==> src/rtl/tone_counter.sv <==
// tone_counter: keypad note/octave -> per-period count/divisor for the waveshaper (clk, Rst_i, key_i, octave_i -> count, divisor, wrap_o, active_o)
module tone_counter #(
  parameter int CNT_W = 19
) (
  input  logic             clk,
  input  logic             Rst_i,
  input  logic [3:0]       key_i,
  input  logic [2:0]       octave_i,
  output logic [CNT_W-1:0] count,
  output logic [CNT_W-1:0] divisor,
  output logic             wrap_o,
  output logic             active_o
);
  typedef enum logic {IDLE, RUN} state_t;
  state_t state, state_nx;
  logic [15:0] base;
  logic [CNT_W-1:0] div, count_nx, divisor_nx;
  logic key_ok, boundary, reload, wrap_nx;
  always_comb begin
    case (key_i)
      4'd1:    base = 16'd45867;
      4'd2:    base = 16'd43293;
      4'd3:    base = 16'd40863;
      4'd4:    base = 16'd38569;
      4'd5:    base = 16'd36405;
      4'd6:    base = 16'd34361;
      4'd7:    base = 16'd32432;
      4'd8:    base = 16'd30613;
      4'd9:    base = 16'd28894;
      4'd10:   base = 16'd27273;
      4'd11:   base = 16'd25742;
      4'd12:   base = 16'd24297;
      default: base = 16'd0;
    endcase
  end
  assign key_ok   = base != 16'd0;
  assign div      = CNT_W'({base, 3'b000}) >> octave_i;
  assign boundary = count == divisor - 1'b1;
  assign reload   = state == IDLE || boundary;
  assign active_o = state == RUN;
  always_comb begin
    state_nx   = reload ? (key_ok ? RUN : IDLE) : state;
    count_nx   = reload ? '0 : count + 1'b1;
    divisor_nx = reload ? (key_ok ? div : '0) : divisor;
    wrap_nx    = state == RUN && boundary;
  end
  always_ff @(posedge clk or negedge Rst_i) begin
    if (!Rst_i) begin
      state   <= IDLE;
      count   <= '0;
      divisor <= '0;
      wrap_o  <= 1'b0;
    end else begin
      state   <= state_nx;
      count   <= count_nx;
      divisor <= divisor_nx;
      wrap_o  <= wrap_nx;
    end
  end
endmodule

==> config.mk <==
export PLATFORM = sky130hd
export DESIGN_NAME = tone_counter
export DESIGN_NICKNAME = d
export VERILOG_FILES = /design/src/rtl/tone_counter.sv
export SDC_FILE = /design/constraint.sdc
export NUM_CORES = 1
export LEC_CHECK = 0
export ABC_AREA = 0
export CAP_MARGIN = 20
export CORE_MARGIN = 1.5
export CORE_UTILIZATION = 56
export CTS_CLUSTER_SIZE = 12
export DETAILED_ROUTE_END_ITERATION = 7
export HOLD_SLACK_MARGIN = 0.15
export PLACE_DENSITY = 0.81
export SYNTH_ARGS = -nofsm -noshare
export SYNTH_HDL_FRONTEND = slang
export SYNTH_SLANG_ARGS = --single-unit
==> constraint.sdc <==
create_clock -name clk -period 6.1 [get_ports clk]
set_input_delay 1.22 -clock clk [delete_from_list [all_inputs] [get_ports clk]]
set_output_delay 1.22 -clock clk [all_outputs]
set_load 0.02 [all_outputs]
==> results.json <==
{
  "synth_area_leaders": "dfrtp_1 (28%), mux2i_1 (4.6%), nor2_1 (4.5%)",
  "netlist_top_cells_count": "nor2_1 (42), dfrtp_1 (40), nand2_1 (25)",
  "tritoncts": "done",
  "required_ns": 6.26,
  "drt_iter0_markers": 242,
  "timing.final.ws_setup_ns": 1.57,
  "postCtsSetupBuffers": 0,
  "ys.flop_type": "dfrtp_1",
  "ioPinCount": 49,
  "finalCritPeriodShare_pct": 74.2,
  "maxSlewHeadroom_pct": 34.2,
  "worstHoldPathType": "reg2reg",
  "finalSetupViolations": 0,
  "clkTransAtPathRegs_ns": 0.08,
  "gp_congestion": 0.967,
  "grt-ovfl-total": 0,
  "synth_area_sq_um": 3510,
  "num_rows": 28,
  "cp_max_fo": 27,
  "vias": 3179,
  "multi_input_comb_area_sq_um": 2310,
  "highest_layer": "met4",
  "die-area_sq_um": 6760,
  "clock_path_buffers": 2,
  "yosysTopAreaCell": "dfrtp_1",
  "r2r-start": "divisor[0]",
  "rsz0062_at_grt": "no",
  "worst_r2r_endpoint": "divisor[11]",
  "yosysUniqueCellTypes": 69,
  "cp-end-kind": "register",
  "critPathKind": "in2reg",
  "fillers": 491,
  "wl_met1_um": 3950,
  "slew_viol_final": 0,
  "fin_nets": 461,
  "synth_top_area_share_pct": 28.5,
  "start_util_pct": 58.6,
  "hold_viol": 0,
  "worstHoldStart": "count[0]",
  "numClockSinks": 40,
  "postRouteAntennaNets": 0,
  "n_antenna_cell": 0,
  "clk_latency_ns": 0.30,
  "drv_cap": 0,
  "syn_to_final_growth_pct": 16.0,
  "drc": 0,
  "stdcell_count": 518,
  "finalSetupTns_ns": 0,
  "htree_levels": 2,
  "holdWs_ns": 0.567,
  "synth-edff-count": 0,
  "finClkSkew_ns": 0.0137,
  "status": "completed",
  "min_path_cells": 1,
  "ys_async_sr_fraction_pct": 100,
  "dp_cells": 510,
  "cts_root_buf": "clkbuf_8",
  "powerDensity_nw_per_um2": 144,
  "ir_worst_vdd_mv": 0.117,
  "wl_um": 8500,
  "hpwl_um": 6260,
  "fp.dieW_um": 82.2,
  "wl_per_cell_um": 16.4,
  "leakagePower_uw": 0.00174,
  "finalCriticalPeriod_ns": 4.53,
  "ys_ff_latch": 40,
  "grt_max_degree": 41,
  "post-synth-top-count-cell": "nor2_1",
  "portBuffers": 48,
  "drive_gt1_share_pct": 8.80,
  "wl_met2_um": 3980,
  "postLayoutCoreUtil_pct": 68.0,
  "cts_resized": 0,
  "synthesis.nets": 432,
  "antenna_found_initial": 0,
  "grt_pass1_vias": 2845,
  "synth_warnings": 0,
  "worst_r2r_path_depth": 10,
  "cts_hold_buf": 0,
  "drt_pass1_iterations": 4,
  "critPathLaunchType": "input port",
  "grtUsageTotal_pct": 26.5,
  "via_per_inst": 6.14,
  "dp_slack_ns": 1.32,
  "cts-buffers-inserted": 5,
  "regArea_sq_um": 1000,
  "whs_endpoint": "count[0]",
  "die_y_um": 82.2,
  "grt_pass1_wl_um": 13900,
  "worst_pin_slew_ns": 0.984,
  "wl_met3_um": 479,
  "arrival_ns": 4.68,
  "design.core.area_sq_um": 5990,
  "syn_area_per_cell_sq_um": 8.51,
  "max_freq_mhz": 221,
  "netlist_instances": 413,
  "r2r_setup_slack_ns": 1.66,
  "seq_area_frac_synth_pct": 28.5
}
layer usage:
metal,vias up,global-route usage (%)
met4,0,8.31
met5,-,0
met2,110,39.8
met1,1523,38.2
li1,1537,-
met3,9,4.95
registers in the layout, summed over array words and instances (netlist names):
signal / count
divisor: 19
count: 19
active_o: 1
wrap_o: 1
power breakdown:
group | switching [uW] | internal (uW)
clock network | 97.5 | 121
registers | 0 | 265
logic | 64.6 | 39.7
worst max-delay path by stage:
stage | from | endpoint | slack, ns | depth (start not counted)
finish | key_i[2] | divisor[15] | 1.57 | 10
global route | key_i[2] | divisor[16] | 1.29 | 10
CTS | key_i[2] | divisor[15] | 1.65 | 10
detailed placement | key_i[2] | divisor[15] | 1.32 | 10
global placement | key_i[2] | divisor[15] | 1.44 | 10
floorplan | key_i[2] | divisor[15] | 2.34 | 11
through the flow:
stage / power (uW) / instance area (sq um)
2_1_floorplan: 345 / 3510
3_3_place_gp: 373 / 3970
3_5_place_dp: 373 / 3970
4_1_cts: 591 / 4080
5_1_grt: 615 / 4080
6_report: 588 / 4080
area by class of cell:
| cell class | instances | area share (%) |
|---|---|---|
| multi-input combinational | 326 | 56.7 |
| sequential | 40 | 24.6 |
| timing repair buffer | 49 | 11.8 |
| tap | 75 | 2.30 |
| inverter | 20 | 1.84 |
| clock buffer | 5 | 1.69 |
| clock inverter | 3 | 1.04 |
critical path: stages:
cell,delay [ns]
clkdlybuf4s50_1,1.01
inv_1,0.28
ha_1,0.29
mux2i_1,0.26
nand2_1,0.08
or4_1,0.40
nor4_1,0.67
or3_1,0.21
o41ai_2,0.09
o2bb2ai_1,0.17
placed cells by master, fill, tap and decap left out, drive strengths merged, types with 16 or more instances in the layout:
cell | synthesis | final
a21oi | 24 | 24
clkdlybuf4s50 | 0 | 47
dfrtp | 40 | 40
inv | 19 | 19
mux2 | 18 | 18
mux2i | 16 | 16
nand2 | 25 | 25
nor2 | 42 | 42
o21ai | 23 | 23
xnor2 | 18 | 18
xor2 | 17 | 17
logic make-up after synthesis:
group,share of synthesized area [%]
simple gates,22.6
compound gates,17.6
buf+inv,5.70
flops,28.5
xor+xnor,9.40
mux,12.7
fa+ha+maj,3.56
Power figures use the tool's default switching activity.
